File: config.mk
export PLATFORM = sky130hd
export DESIGN_NAME = traffic_phase_controller
export DESIGN_NICKNAME = d
export VERILOG_FILES = /design/src/rtl/traffic_pkg.sv /design/src/rtl/phase_timer.sv /design/src/rtl/traffic_phase_controller.sv
export SDC_FILE = /design/constraint.sdc
export NUM_CORES = 1
export LEC_CHECK = 0
export ABC_AREA = 1
export BUFFER_PORTS_ARGS = -buffer_cell sky130_fd_sc_hd__buf_2
export CAP_MARGIN = 20
export CORE_ASPECT_RATIO = 1.1
export CORE_UTILIZATION = 30
export CTS_CLUSTER_SIZE = 28
export DETAILED_ROUTE_END_ITERATION = 16
export PLACE_DENSITY = 0.46
export SYNTH_ARGS = -nofsm -noshare
export SYNTH_HDL_FRONTEND = slang
export SYNTH_SLANG_ARGS = --single-unit
File: constraint.sdc
create_clock -name clk -period 4.35 [get_ports clk]
set_input_delay 0.87 -clock clk [delete_from_list [all_inputs] [get_ports clk]]
set_output_delay 0.87 -clock clk [all_outputs]
set_load 0.02 [all_outputs]
File: src/rtl/traffic_pkg.sv
// Shared definitions for intersection signal controllers: phase codes,
// direction constants and the phase-to-lamp decode.
package traffic_pkg;

  typedef enum logic [2:0] {
    ALL_RED   = 3'd0,
    NS_GREEN  = 3'd1,
    NS_YELLOW = 3'd2,
    EW_GREEN  = 3'd3,
    EW_YELLOW = 3'd4,
    PED_WALK  = 3'd5
  } phase_e;

  localparam logic NS = 1'b0;
  localparam logic EW = 1'b1;

  typedef struct packed {
    logic ns_g;
    logic ns_y;
    logic ns_r;
    logic ew_g;
    logic ew_y;
    logic ew_r;
    logic walk;
  } lamps_t;

  // Illegal codes fall back to both heads red so a corrupt state never shows green.
  function automatic lamps_t lamp_decode(input phase_e p);
    lamps_t l;
    l = '{ns_r: 1'b1, ew_r: 1'b1, default: 1'b0};
    case (p)
      NS_GREEN:  begin l.ns_g = 1'b1; l.ns_r = 1'b0; end
      NS_YELLOW: begin l.ns_y = 1'b1; l.ns_r = 1'b0; end
      EW_GREEN:  begin l.ew_g = 1'b1; l.ew_r = 1'b0; end
      EW_YELLOW: begin l.ew_y = 1'b1; l.ew_r = 1'b0; end
      PED_WALK:  l.walk = 1'b1;
      default:   ;
    endcase
    return l;
  endfunction

endpackage

File: src/rtl/phase_timer.sv
// Phase length counter: synchronous clear, saturating increment and a
// compare-against-target expiry flag.
module phase_timer #(
  parameter int CW = 4
) (
  input  logic          clk,
  input  logic          rst,
  input  logic          i_clr,
  input  logic [CW-1:0] i_sat,
  input  logic [CW-1:0] i_match,
  output logic [CW-1:0] o_cnt,
  output logic          o_expired
);

  logic [CW-1:0] r_cnt;

  always_ff @(posedge clk) begin
    if (rst || i_clr) begin
      r_cnt <= '0;
    end else if (r_cnt != i_sat) begin
      r_cnt <= r_cnt + CW'(1);
    end
  end

  assign o_cnt     = r_cnt;
  assign o_expired = (r_cnt == i_match);

endmodule

File: src/rtl/traffic_phase_controller.sv
// Actuated two-way intersection controller: vehicle-actuated greens,
// fixed yellow/all-red clearance and an on-demand pedestrian walk.
module traffic_phase_controller
  import traffic_pkg::*;
#(
  parameter int GREEN_MIN = 4,
  parameter int GREEN_MAX = 12,
  parameter int YELLOW    = 2,
  parameter int ALLRED    = 1,
  parameter int WALK      = 3,
  parameter int CW        = 4
) (
  input  logic       clk,
  input  logic       rst,
  input  logic       ns_car,
  input  logic       ew_car,
  input  logic       ped_req,
  output logic       nsgreen,
  output logic       nsyellow,
  output logic       nsred,
  output logic       ewgreen,
  output logic       ewyellow,
  output logic       ewred,
  output logic       walk,
  output logic [2:0] phase
);

  localparam logic [CW-1:0] GMIN_M1   = CW'(GREEN_MIN - 1);
  localparam logic [CW-1:0] GMAX_M1   = CW'(GREEN_MAX - 1);
  localparam logic [CW-1:0] YELLOW_M1 = CW'(YELLOW - 1);
  localparam logic [CW-1:0] ALLRED_M1 = CW'(ALLRED - 1);
  localparam logic [CW-1:0] WALK_M1   = CW'(WALK - 1);

  phase_e        r_state;
  logic          r_dir;
  logic          r_ped_pending;
  lamps_t        r_lamps;

  phase_e        w_next_state;
  phase_e        w_dir_green;
  logic          w_next_dir;
  logic          w_next_pending;
  logic          w_enter_walk;
  logic          w_clr;
  logic          w_min_done;
  logic          w_ns_exit;
  logic          w_ew_exit;
  logic          w_expired;
  logic [CW-1:0] w_cnt;
  logic [CW-1:0] w_sat;
  logic [CW-1:0] w_match;

  // Per-state timer target; greens also saturate there so a resting green never wraps.
  always_comb begin
    w_match = '1;
    w_sat   = '1;
    case (r_state)
      ALL_RED:              w_match = ALLRED_M1;
      NS_GREEN, EW_GREEN:   begin w_match = GMAX_M1; w_sat = GMAX_M1; end
      NS_YELLOW, EW_YELLOW: w_match = YELLOW_M1;
      PED_WALK:             w_match = WALK_M1;
      default:              ;
    endcase
  end

  phase_timer #(.CW(CW)) u_timer (
    .clk       (clk),
    .rst       (rst),
    .i_clr     (w_clr),
    .i_sat     (w_sat),
    .i_match   (w_match),
    .o_cnt     (w_cnt),
    .o_expired (w_expired)
  );

  assign w_dir_green = (r_dir == EW) ? EW_GREEN : NS_GREEN;
  assign w_min_done  = (w_cnt >= GMIN_M1);
  // In green the expiry target is GREEN_MAX-1, i.e. the max-out point.
  assign w_ns_exit   = w_min_done && (ew_car || r_ped_pending) && (!ns_car || w_expired);
  assign w_ew_exit   = w_min_done && (ns_car || r_ped_pending) && (!ew_car || w_expired);

  always_comb begin
    w_next_state = r_state;
    w_next_dir   = r_dir;
    case (r_state)
      ALL_RED:
        if (w_expired) w_next_state = (r_ped_pending || ped_req) ? PED_WALK : w_dir_green;
      NS_GREEN:
        if (w_ns_exit) w_next_state = NS_YELLOW;
      EW_GREEN:
        if (w_ew_exit) w_next_state = EW_YELLOW;
      NS_YELLOW:
        if (w_expired) begin
          w_next_state = ALL_RED;
          w_next_dir   = EW;
        end
      EW_YELLOW:
        if (w_expired) begin
          w_next_state = ALL_RED;
          w_next_dir   = NS;
        end
      PED_WALK:
        if (w_expired) w_next_state = w_dir_green;
      default:
        w_next_state = ALL_RED;
    endcase
  end

  assign w_clr          = (w_next_state != r_state);
  assign w_enter_walk   = (w_next_state == PED_WALK) && (r_state != PED_WALK);
  assign w_next_pending = (r_ped_pending || (ped_req && r_state != PED_WALK)) && !w_enter_walk;

  // Lamps are registered from the next state so they line up with r_state.
  always_ff @(posedge clk) begin
    if (rst) begin
      r_state       <= ALL_RED;
      r_dir         <= NS;
      r_ped_pending <= 1'b0;
      r_lamps       <= lamp_decode(ALL_RED);
    end else begin
      r_state       <= w_next_state;
      r_dir         <= w_next_dir;
      r_ped_pending <= w_next_pending;
      r_lamps       <= lamp_decode(w_next_state);
    end
  end

  assign nsgreen  = r_lamps.ns_g;
  assign nsyellow = r_lamps.ns_y;
  assign nsred    = r_lamps.ns_r;
  assign ewgreen  = r_lamps.ew_g;
  assign ewyellow = r_lamps.ew_y;
  assign ewred    = r_lamps.ew_r;
  assign walk     = r_lamps.walk;
  assign phase    = r_state;

endmodule

# == Yosys cells after proc, flatten, opt, wreduce, memory -nomap -nowiden ==
# Cells that the tools add are included.
# W data, S select, Z words.
# word_totals
out_inout_bits,10
reg_bits,16
mem_bits_rw,0
input_bits,5
memories,0
latchBits,0
mem_bits_ro,0
# classes
n_mul,0
n_mux,20
n_reduce_logical,24
order_cmp,1
shift,0
n_addsub,1
div_mod_pow,0
bitwise,0
eq_ne,16
# ops
cell,n
$mux W3,7
$pmux W4 S4,1
$pmux W3 S5,1
$eq A3 B2 Y1 const B,4
$eq A3 B3 Y1 const B,4
$mux W1,9
$reduce_or A2 Y1,4
$logic_and A1 B1 Y1,7
$logic_or A1 B1 Y1,7
$eq A3 B1 Y1 const B,2
$add A4 B1 Y4 const B,1
$eq A4 B4 Y1,1
$ge A4 B2 Y1 const B,1
$ne A2 B2 Y1 const B,2
$ne A4 B4 Y1,1
$logic_not A1 Y1,3
$logic_not A3 Y1,1
$ne A3 B3 Y1,1
$ne A3 B3 Y1 const B,1
$reduce_and A3 Y1,1
$mux W2,1
$pmux W1 S2,1
$reduce_bool A2 Y1,1

# == Logic depth before layout (Yosys ltp) ==
# Gate-level depths: netlist of run 1.
# logic_depth
depth_word,12
depth_mapped,17
ltp_nobuf,17

# == Modules after synthesis ==
# A second synthesis of run 1 with hierarchy kept.
# hier_totals
hier_cells,154
hier_area_um2,1027.2
# by_module_without_submodules
module,cells_per_inst,instances,area_each_um2
traffic_phase_controller,98,1,646.9
phase_timer,56,1,380.4

# == Worst setup path after synthesis of run 1 ==
# OpenSTA, ideal clock, no wires.
# synth_path
kind,input to register
start,in ped_req
end,"reg r_lamps, in the netlist ewred"
cell_stages,8
path_slack_ps,2473
arrival_ps,1766
setup_time_ps,111
path_cell_list,or2_2 -> nand2_1 -> and3_1 -> o21ai_2 -> nand2_2 -> nand2_1 -> o21ai_2 -> inv_2
# synth_via
elab_chain_len,7
elab_cells_between_ends,8
cone_classes,eq/ne: 2; mux: 4; reduce/logical: 2
# synth_rtl
element,line,text
from (decl),traffic_phase_controller.sv:17,"input logic ped_req,"
$logic_or A1 B1 Y1 (*),traffic_phase_controller.sv:87,if (w_expired) w_next_state = (r_ped_pending || ped_req) ? PED_WALK : w_dir_green;
$mux W3 (*) (2 in a row),traffic_phase_controller.sv:87,
$pmux W3 S5 (*),traffic_phase_controller.sv:85,case (r_state)
$eq A3 B3 Y1 / $eq A3 B2 Y1 (equally long branches),traffic_pkg.sv:31,case (p)
$reduce_or A2 Y1 (no source line) (*),n/a,
$mux W1 (*),traffic_pkg.sv:31,
to (signal assigned),traffic_phase_controller.sv:119,r_lamps <= lamp_decode(ALL_RED);
to (signal assigned),traffic_phase_controller.sv:124,r_lamps <= lamp_decode(w_next_state);
to (decl),traffic_phase_controller.sv:37,lamps_t r_lamps;
# Every way passes the cells marked *; elsewhere a longest branch is shown, timed or not.
# A chain may end at the register's enable or synchronous reset.

# == Final worst setup path of run 1 ==
# layout_path
start,reg r_state[2] (netlist: phase[2])
end,"reg r_lamps, in the netlist ewred"
# layout_via
elab_chain_len,11
elab_cells_between_ends,24
cone_classes,eq/ne: 8; mux: 8; reduce/logical: 8
# layout_rtl
element,line,text
from (decl),traffic_phase_controller.sv:34,phase_e r_state;
from (signal assigned),traffic_phase_controller.sv:121,r_state <= w_next_state;
$eq A3 B3 Y1 (tied with other cells),"traffic_phase_controller.sv:57, traffic_phase_controller.sv:85",
"$reduce_or A2 Y1, on equally long branches",n/a,
$pmux W4 S4,traffic_phase_controller.sv:57,case (r_state)
$eq A4 B4 Y1,phase_timer.sv:26,assign o_expired = (r_cnt == i_match);
"$logic_or A1 B1 Y1, on equally long branches","traffic_phase_controller.sv:80, traffic_phase_controller.sv:79",
"$logic_and A1 B1 Y1, on equally long branches","traffic_phase_controller.sv:80, traffic_phase_controller.sv:79",
"$mux W3, on equally long branches","traffic_phase_controller.sv:91, traffic_phase_controller.sv:89",
$pmux W3 S5 (*),traffic_phase_controller.sv:85,
$eq A3 B3 Y1 / $eq A3 B2 Y1 (equally long branches),traffic_pkg.sv:31,
$reduce_or A2 Y1 (no source line) (*),n/a,
$mux W1 (*),traffic_pkg.sv:31,
# Marks and branches as above.

==> reports/qor.csv, run 1 <==
metric,value,unit
finalHoldViolCount,0,
cpLargestDelayFamily,simple AND/OR/NAND/NOR gates,
power_total,851,uW
grt_pass1_wl,3.44,mm
detailedRoute.firstPassIterationCount,4,
grt-busiest-layer,met2,
area_growth_syn_to_layout,15.3,%
synthDistinctLibCells,25,
layout.area.seq,320,sq um
antenna_cells_inserted,0,
worst-r2r-setup-slack,2.35,ns
io_pins,15,
drt.antenna.violating_nets,0,
clock_power_share,11.7,%
finalNetCount,158,
synth_top_flop_cell,sky130_fd_sc_hd__dfxtp_1,
detail_route.wirelength,2.02,mm
main_combinational_cell_family_by_area_after_synthesis,simple AND/OR/NAND/NOR gates,
clock_tree_from_tritoncts,built,
routed_wire_length_per_instance,11.0,microns
clock-sinks,16,
power.static_leakage,0.000557,uW
critPathCaptureType,register,
setup_viol,0,
clock_path_buffers,2,
max_slew.worst_pin.slew,0.386,ns
synth_xor_area_share,1.86,%
ff_latch_count_synth,16,
fin_setup_tns,0,ns
n_fill_cell,320,
synth_compound_gate_area_share,7.70,%
num_vias,848,
post_synth_fa_ha_maj_area_fraction,1.33,%
switchingPower,436,uW
global_route.usage.met3,4.05,%
post-cts-setup-buffer-count,0,
grt_pass1_vias,755,
detail_route.vias_per_cell,4.61,
power.ir.vdd_worst,0.303,mV
globalRouteMet1Util,16.3,%
slew_viol_final,0,
run_status,completed,
final_common_cell,sky130_fd_sc_hd__nand2_1,
power.density_cell_area,784,mW/mm^2
area_used_by_multi_input_combinational_logic,536,sq um
syn_avg_cell_area,7.03,sq um
ratio_of_cells_with_drive_above_1_in_the_final_layout,32.5,%
synth_enable_flop_cells,0,
synth_mux_area_share,0,%
initial_core_util,32.7,%
coreArea,0.00288,sq mm
synthArstFlopShare,0,%
dp_hpwl,1.71,mm
layout.cells.most_common_list,"sky130_fd_sc_hd__nand2_1, sky130_fd_sc_hd__inv_1, sky130_fd_sc_hd__dfxtp_1",
timing.slew.headroom,74.1,%
synth_cells,134,
core.rowCount,20,
rsz0062_at_grt,no,
synth_sequential_area_ratio,34.0,%
crit_required,4.54,ns
clk-insertion-delay-late,0.29,ns
detail_route.drc_violations,0,
holdBufCountCts,0,
die_y,60.8,microns
critical_path.most_common_cell,sky130_fd_sc_hd__nand2_2,
place_congestion,0.855,
power_frac_seq,27.4,%
cts-buffers-inserted,3,
clock_transition_at_the_register_clock_pins_on_the_worst_setup_and_hold_paths_after_cts,0.10,ns
max_cap_viol_count,0,
post_synth_and_or_nand_nor_area_fraction,45.9,%
worstSetupStartpointType,register,
io_buffers,14,
layout_worst_path_cycle_share,46.1,%
clockRootBuffer,sky130_fd_sc_hd__clkbuf_4,
grt_max_degree,10,
switching_share,51.2,%
intPower,415,uW
criticalPathCategory,register to register,
die-area,0.00337,sq mm
cts-resized-gates,0,
drtIter0Drc,16,
worst_hold_path_type,register to register,
clock-skew-final,0.00893,ns
global_route.overflow_total,0,
gr-usage-all-layers,13.8,%
ys.warnings.count,0,
syn-cell-area,942,sq um
synthesis.nets,140,
crit_buf_inv,4,
timing.critical_path.cells,inv_2 > nand2_4 > nand2_2 > nand2_2 > nand2_2 > nor2_4 > nand3b_1 > inv_1 > nand2_2 > o211ai_1 > nand2_1 > inv_2 > nand2_2 > o21ai_2 > inv_2,
cts_max_level,1,
crit_path_max_incr_delay,0.52,ns
min_period,2.00,ns
gr_util_met2,22.9,%
worst_path_max_delay_cell,sky130_fd_sc_hd__dfxtp_1,
antenna_found_initial,0,
pwr-share-comb,60.9,%
timing.critical_path.arrival,2.19,ns
critical_path_peak_fanout,8,
floorplan.die.width,55.4,microns
clock.fmax,499,MHz
==> metal layers <==
layer	vias to the layer above	routed length (microns)
met5	-	0
met4	0	15
met3	2	48
met2	6	994
met1	375	964
li1	465	-
==> worst register-to-register path, cell delays in order, from the launching register on <==
cell and delay, ns:
sky130_fd_sc_hd__dfxtp_1 0.52, sky130_fd_sc_hd__inv_2 0.15, sky130_fd_sc_hd__nand2_4 0.11, sky130_fd_sc_hd__nand2_2 0.05
sky130_fd_sc_hd__nand2_2 0.05, sky130_fd_sc_hd__nand2_2 0.06, sky130_fd_sc_hd__nor2_4 0.15, sky130_fd_sc_hd__nand3b_1 0.17
sky130_fd_sc_hd__inv_1 0.10, sky130_fd_sc_hd__nand2_2 0.07, sky130_fd_sc_hd__o211ai_1 0.13, sky130_fd_sc_hd__nand2_1 0.12
sky130_fd_sc_hd__inv_2 0.08, sky130_fd_sc_hd__nand2_2 0.05, sky130_fd_sc_hd__o21ai_2 0.06, sky130_fd_sc_hd__inv_2 0.03
==> flip-flops by register name, summed over array words and instances (netlist names) <==
| signal | cells |
|---|---|
| nsyellow | 1 |
| ewred | 1 |
| u_timer.o_cnt | 4 |
| r_dir | 1 |
| nsred | 1 |
| ewgreen | 1 |
| ewyellow | 1 |
| r_ped_pending | 1 |
| walk | 1 |
| phase | 3 |
| nsgreen | 1 |
==> cells by family (layout without fill, tap and decap cells) <==
logic type	count (synthesis)	after routing
adders and majority gates	1	1
buffers and inverters	23	40
DFF	16	16
and+or+nand+nor	82	82
xor gates and xnor gates	2	2
AOI/OAI and AO/OA	10	10
==> power by group through the flow <==
stage / Combinational (uW) / Clock (uW) / Sequential [uW]
2_1_floorplan: 382 / 0 / 269
3_3_place_gp: 526 / 0 / 239
3_5_place_dp: 524 / 0 / 238
4_1_cts: 526 / 106 / 235
5_1_grt: 578 / 114 / 241
6_report: 519 / 99.4 / 233
==> worst paths after layout <==
check                           cells past startpoint                 from                  to
worst min-delay path                                2   r_dir$_SDFFE_PP0P_  r_dir$_SDFFE_PP0P_
worst max register to register                     15  phase[2]$_SDFF_PP0_    ewred$_SDFF_PP1_
worst min register to register                      2   r_dir$_SDFFE_PP0P_  r_dir$_SDFFE_PP0P_
worst max-delay path                               15  phase[2]$_SDFF_PP0_    ewred$_SDFF_PP1_
==> synthesized netlist by cell type (2+ instances only) <==
cell | count | area (sq um)
sky130_fd_sc_hd__a21oi_1 | 2 | 10.0
sky130_fd_sc_hd__dfxtp_1 | 16 | 320
sky130_fd_sc_hd__inv_1 | 17 | 63.8
sky130_fd_sc_hd__inv_2 | 5 | 18.8
sky130_fd_sc_hd__nand2_1 | 24 | 90.1
sky130_fd_sc_hd__nand2_2 | 15 | 93.8
sky130_fd_sc_hd__nand2_4 | 2 | 22.5
sky130_fd_sc_hd__nand3_1 | 11 | 55.1
sky130_fd_sc_hd__nand3_2 | 3 | 30.0
sky130_fd_sc_hd__nand4_1 | 5 | 31.3
sky130_fd_sc_hd__nor2_1 | 14 | 52.6
sky130_fd_sc_hd__nor2_4 | 2 | 22.5
sky130_fd_sc_hd__nor3_1 | 3 | 15.0
sky130_fd_sc_hd__o211ai_1 | 2 | 15.0
sky130_fd_sc_hd__o21ai_2 | 2 | 17.5
sky130_fd_sc_hd__xor2_1 | 2 | 17.5
==> metrics by stage <==
step / utilization, % / hold slack (ns) / instance area, sq um / setup WS, ns / std cells
global route: 37.7 / 0.525 / 1090 / 2.15 / 184
floorplan: - / 0.428 / 942 / 2.47 / 134
global placement: 36.5 / 0.462 / 1050 / 2.32 / 180
detailed placement: 36.5 / 0.462 / 1050 / 2.31 / 180
CTS: 37.7 / 0.477 / 1090 / 2.32 / 184
finish: 37.7 / 0.477 / 1090 / 2.35 / 184
==> layout make-up <==
type	instances	share of cell area (%)
multi-input combinational	95	49.3
inverter	22	7.60
tap	33	3.80
sequential	16	29.5
clock buffer	4	3.34
timing repair buffer	14	6.45
No activity file was read; power rests on OpenSTA's default activity.
==> run 2: changes to the inputs <==
Settings changed: ABC_AREA 1 to 0, PLACE_DENSITY 0.46 to 0.47.
Clock period 4.35 ns to 1.71 ns, I/O delays scaled along.
==> run 2 against run 1 <==
Effect of this change: the flow now finishes with violations (negative setup slack); combinational power grew to 3.7 times the previous value; first-iteration DRC count grew 56%; maximum frequency shrank 14%; core utilization grew 17 points; global-route usage grew 5.1 points; sequential power grew to 2.5 times the previous value; via count grew 24%; critical path depth shrank 6; count of clock-buffer cells in the layout is the same; routed wire length grew 45%; die area grew 2.0%; critical endpoint is now u_timer.o_cnt[1]$_SDFFE_PP0P_; largest cell class unchanged; highest routed layer unchanged.
==> reports/qor.csv, run 2 <==
metric,value,unit
grt_pass1_vias,1079,
largest_register_ff_count,4,
synth_enable_flop_cells,0,
clock-sinks,16,
yosys-top-cells-count,"sky130_fd_sc_hd__dfxtp_1, sky130_fd_sc_hd__nor2_1, sky130_fd_sc_hd__a21oi_1",
synth_sequential_area_ratio,33.3,%
coreArea,0.00305,sq mm
worst-r2r-setup-slack,-0.63,ns
crit_required,1.89,ns
drt.antenna.violating_nets,0,
worstSetupStartpointType,register,
clock_transition_at_the_register_clock_pins_on_the_worst_setup_and_hold_paths_after_cts,0.10,ns
worst_path_max_delay_cell,sky130_fd_sc_hd__a2111o_1,
antenna_found_initial,0,
post-place-cells,187,
die_y,61.4,microns
crit_path_max_incr_delay,0.45,ns
timing.final.ws_setup,-0.633,ns
synthDominantAreaCellType,sky130_fd_sc_hd__dfxtp_1,
clockRootBuffer,sky130_fd_sc_hd__clkbuf_4,
ff_latch_count_synth,16,
worst_setup_path_startpoint,phase[0]$_SDFF_PP0_,
synth_top_flop_cell,sky130_fd_sc_hd__dfxtp_1,
detail_route.drc_violations,0,
setup_viol,16,
grt_max_degree,12,
synthDistinctLibCells,44,
layout.area.seq,333,sq um
power.ir.vdd_worst,1.15,mV
clock_path_buffers,2,
grt_pass1_wl,4.98,mm
detail_route.wirelength,2.94,mm
reg2reg_depth,9,
place_congestion,0.782,
dp_hpwl,2.25,mm
final-instance-count-excl-fill,199,
critical_path.endpoint,u_timer.o_cnt[1]$_SDFFE_PP0P_,
ratio_of_cells_with_drive_above_1_in_the_final_layout,53.9,%
global_route.overflow_total,0,
min_period,2.34,ns
power.density_cell_area,1650,mW/mm^2
pre_cts_slack,-0.732,ns
area_growth_syn_to_layout,73.3,%
synth_top_cell_area_share,33.3,%
worst_hold_path_type,input pin to register,
io_buffers,14,
final_cell_area,0.00167,sq mm
detailed_place.area,0.00141,sq mm
critical_path.most_common_cell,sky130_fd_sc_hd__buf_6,
worst-path-stages,9,
failed_checks,negative setup slack,
timing.critical_path.arrival,2.53,ns
antenna_cells_inserted,0,
syn_avg_cell_area,8.59,sq um
detailedRoute.firstPassIterationCount,4,
routed_wire_length_per_instance,14.8,microns
run_status,"complete, but fails checks",
final_common_cell,sky130_fd_sc_hd__buf_4,
whs,0.381,ns
timing.critical_path.cells,buf_12 > nor4_4 > a32oi_4 > a22o_4 > a2111o_1 > buf_6 > buf_6 > o2111ai_4 > a21oi_1,
finalNetCount,172,
core.rowCount,21,
r2r-start,phase[0]$_SDFF_PP0_,
synth_top_cells_by_area,"sky130_fd_sc_hd__dfxtp_1, sky130_fd_sc_hd__a2111oi_2, sky130_fd_sc_hd__nor2_1, sky130_fd_sc_hd__a21oi_1, sky130_fd_sc_hd__a211o_1",
syn-cell-area,962,sq um
layout_worst_path_cycle_share,137,%
layout.cells.most_common_list,"sky130_fd_sc_hd__buf_4, sky130_fd_sc_hd__buf_2, sky130_fd_sc_hd__nor2_1",
num_vias,1050,
io_pins,15,
crit_buf_inv,3,
cts-buffers-inserted,3,
power.static_leakage,0.000673,uW
max_slew.worst_pin.slew,0.423,ns
power_total,2760,uW
timing.slew.headroom,71.6,%
gr-usage-all-layers,19.0,%
drtIter0Drc,25,
finalHoldViolCount,0,
ys.warnings.count,0,
holdBufCountCts,0,
slew_viol_final,0,
synth_cells,112,
cts_max_level,1,
max_cap_viol_count,0,
die-area,0.00344,sq mm
floorplan.die.width,56.0,microns
rsz0062_at_grt,yes,
cpLargestDelayFamily,compound AO/OA/AOI/OAI gates,
synthArstFlopShare,0,%
detail_route.vias_per_cell,5.28,
n_fill_cell,269,
critical_path_peak_fanout,7,
critPathCaptureType,register,
synth.most_common_cell,sky130_fd_sc_hd__dfxtp_1,
criticalPathCategory,register to register,
clock.fmax,427,MHz
initial_core_util,31.6,%
clock_tree_from_tritoncts,built,
clk-insertion-delay-late,0.29,ns
crit-reg2reg-capture,u_timer.o_cnt[1]$_SDFFE_PP0P_,
area_used_by_multi_input_combinational_logic,801,sq um
clock-skew-final,0.0106,ns
synthesis.nets,118,
## run 2: changes by cell type in the layout (fill, tap and decap cells not counted), sizes merged, moves of 4 or more
cell | previous run | this run
buf | 14 | 56
nand2 | 41 | 3
inv | 22 | 5
nand3 | 14 | 3
nand4 | 5 | 0
and2 | 0 | 4
nor2 | 16 | 12
## run 2: cell type report
class | count | area share (%)
well taps | 34 | 2.55
inverters | 5 | 1.13
flip-flops and latches | 16 | 20.0
repair buffers | 56 | 26.2
clock buffers | 4 | 2.18
multi-input cells | 84 | 48.0
## run 2: logic make-up after synthesis
kind of cell | Yosys count | share of synthesized area (%)
simple gates | 44 | 25.9
fa+ha+maj | 1 | 1.30
buf+inv | 12 | 4.94
flops | 16 | 33.3
xor+xnor | 3 | 2.73
mux | 1 | 1.04
compound gates | 35 | 30.8
## run 2: repair_timing
action	in CTS	in global routing
setup endpoints to repair	16	16
gates resized for setup	12	16
cloned	0	0
buffers inserted	5	4
pin swaps	10	18
## run 2: how the worst min path moves through the flow
stage	start	to	slack (ns)	depth (start not counted)
3_3_place_gp	r_dir$_SDFFE_PP0P_	r_dir$_SDFFE_PP0P_	0.56	3
6_report	rst	r_dir$_SDFFE_PP0P_	0.38	2
3_5_place_dp	r_dir$_SDFFE_PP0P_	r_dir$_SDFFE_PP0P_	0.57	3
5_1_grt	rst	r_dir$_SDFFE_PP0P_	0.40	2
4_1_cts	rst	phase[1]$_SDFF_PP0_	0.37	2
2_1_floorplan	r_ped_pending$_SDFF_PP0_	r_ped_pending$_SDFF_PP0_	0.52	2
## run 2: power by group
group / total [uW] / switching, uW / internal (uW) / leakage (uW)
Sequential: 589 / 97.3 / 491 / 0.000134
Combinational: 1920 / 923 / 1000 / 0.000518
Clock: 249 / 119 / 130 / 0.0000210
## run 2: stage by stage
stage,utilization (%),setup TNS [ns]
global placement,46.3,-7.96
finish,54.7,-8.35
CTS,52.1,-7.44
global route,54.7,-9.68
floorplan,-,-5.11
detailed placement,46.3,-8.40
## run 2: metal layers
metal | share of wire (%) | global-route usage [%]
met1 | 43 | 22.6
met2 | 52 | 34.7
met3 | 2.1 | 2.52
met4 | 2.4 | 8.71
met5 | 0 | 0
==> run 3: changes to the inputs <==
Settings changed: CTS_BUF_LIST from default to sky130_fd_sc_hd__clkbuf_8 sky130_fd_sc_hd__clkbuf_16.
==> run 3 against run 2 <==
Effect of this change: the flow still finishes with violations (negative setup slack); critical path depth shrank 2; core utilization increased by 1.8 points; routed wire length rose by 6.8%; register-to-register slack is essentially flat; sequential share of layout area decreased by 0.65 points; non-clock buffer count is 2 higher; die area is the same; largest power group unchanged; global-route usage grew 0.64 points.
==> reports/qor.csv, run 3 (synthesized netlist as in run 2, its figures left out) <==
metric,value,unit
run_status,"complete, but fails checks",
failed_checks,negative setup slack,
setup_viol,16,
floorplan.die.width,56.0,microns
switching_share,40.6,%
intPower,1760,uW
clock-skew-final,0.00324,ns
die-area,0.00344,sq mm
drtIter0Drc,18,
largest_register_ff_count,4,
holdBufCountCts,0,
clock_tree_from_tritoncts,built,
global_route.overflow_total,0,
antenna_found_initial,0,
clock-sinks,16,
power_frac_seq,19.9,%
timing.final.ws_setup,-0.644,ns
clock.fmax,425,MHz
ratio_of_cells_with_drive_above_1_in_the_final_layout,58.7,%
timing.slew.headroom,69.5,%
die_y,61.4,microns
layout.cells.most_common_list,"sky130_fd_sc_hd__buf_4, sky130_fd_sc_hd__buf_2, sky130_fd_sc_hd__nor2_1",
num_vias,1056,
layout_worst_path_cycle_share,138,%
final_cell_area,0.00172,sq mm
pwr-share-comb,69.0,%
grt_pass1_vias,1098,
clock_path_buffers,2,
worst_hold_path_type,input pin to register,
gr-usage-all-layers,19.6,%
grt_pass1_wl,5.12,mm
crit_required,1.91,ns
finalHoldViolCount,0,
clock_transition_at_the_register_clock_pins_on_the_worst_setup_and_hold_paths_after_cts,0.06,ns
antenna_cells_inserted,0,
power.density_cell_area,1710,mW/mm^2
detail_route.wirelength,3.14,mm
core.rowCount,21,
max_cap_viol_count,0,
coreArea,0.00305,sq mm
io_pins,15,
finalNetCount,174,
place_congestion,0.782,
clk-insertion-delay-late,0.25,ns
pre_cts_slack,-0.732,ns
rsz0062_at_grt,yes,
detailedRoute.firstPassIterationCount,4,
criticalPathCategory,register to register,
fin_setup_tns,-7.99,ns
clock_power_share,11.1,%
io_buffers,14,
initial_core_util,31.6,%
detail_route.drc_violations,0,
area_growth_syn_to_layout,79.2,%
detailed_place.area,0.00141,sq mm
slew_viol_final,0,
cts-buffers-inserted,3,
power.static_leakage,0.000692,uW
final_common_cell,sky130_fd_sc_hd__buf_4,
power.ir.vdd_worst,0.998,mV
timing.critical_path.arrival,2.55,ns
critPathCaptureType,register,
drt.antenna.violating_nets,0,
detail_route.vias_per_cell,5.25,
switchingPower,1200,uW
routed_wire_length_per_instance,15.6,microns
dp_hpwl,2.25,mm
worstSetupStartpointType,register,
min_period,2.35,ns
clockRootBuffer,sky130_fd_sc_hd__clkbuf_8,
grt_max_degree,12,
critical_path_peak_fanout,4,
cts_max_level,1,
max_slew.worst_pin.slew,0.454,ns
utilization,56.6,%
==> run 3: power by group through the flow <==
stage / logic [uW] / registers (uW) / clock network, uW
finish: 2040 / 587 / 329
global route: 2190 / 599 / 351
CTS: 1830 / 583 / 337
detailed placement: 1490 / 585 / 0
global placement: 1470 / 583 / 0
floorplan: 802 / 645 / 0
==> run 3: final timing paths <==
| path | slack, ns | to | depth (start not counted) | startpoint |
|---|---|---|---|---|
| min reg2reg | 0.60 | r_dir$_SDFFE_PP0P_ | 3 | r_dir$_SDFFE_PP0P_ |
| max reg2reg | -0.64 | ewgreen$_SDFF_PP0_ | 7 | phase[2]$_SDFF_PP0_ |
| max | -0.64 | ewgreen$_SDFF_PP0_ | 7 | phase[2]$_SDFF_PP0_ |
| min | 0.43 | r_dir$_SDFFE_PP0P_ | 2 | rst |
==> run 3: layer usage <==
layer  global-route usage, %  up-vias  part of all wire [%]  wire [microns]
met3                    3.15        6                   2.2              68
met1                    23.1      499                    43            1350
met2                    36.4       18                    53            1670
li1                        -      533                     -               -
met4                    7.67        0                   1.7              54
met5                       0        -                     0               0
==> run 3: area by class of cell <==
type | instances | area (sq um)
fillers | 272 | 1320
clock buffers | 4 | 55.1
repair buffers | 58 | 447
flip-flops and latches | 16 | 333
well taps | 34 | 42.5
inverters | 5 | 18.8
multi-input cells | 84 | 828
==> run 3: through the flow <==
step	total power, uW	hold slack [ns]	instances
6_report	2960	0.426	201
2_1_floorplan	1450	0.523	112
5_1_grt	3140	0.454	201
4_1_cts	2750	0.416	196
3_5_place_dp	2070	0.573	187
3_3_place_gp	2050	0.564	187
==> run 3: critical path, cell delays in order (launching register included) <==
cell	delay (ns)
sky130_fd_sc_hd__dfxtp_4	0.36
sky130_fd_sc_hd__or4_1	0.51
sky130_fd_sc_hd__a211o_1	0.34
sky130_fd_sc_hd__a2111oi_4	0.28
sky130_fd_sc_hd__nor4_4	0.12
sky130_fd_sc_hd__buf_4	0.17
sky130_fd_sc_hd__a2111oi_4	0.38
sky130_fd_sc_hd__or2_1	0.14
==> run 3: what timing repair did <==
action / CTS / global route
setup buffers: 5 / 7
pin swaps: 9 / 15
setup endpoints to repair: 16 / 16
resized for setup: 16 / 22
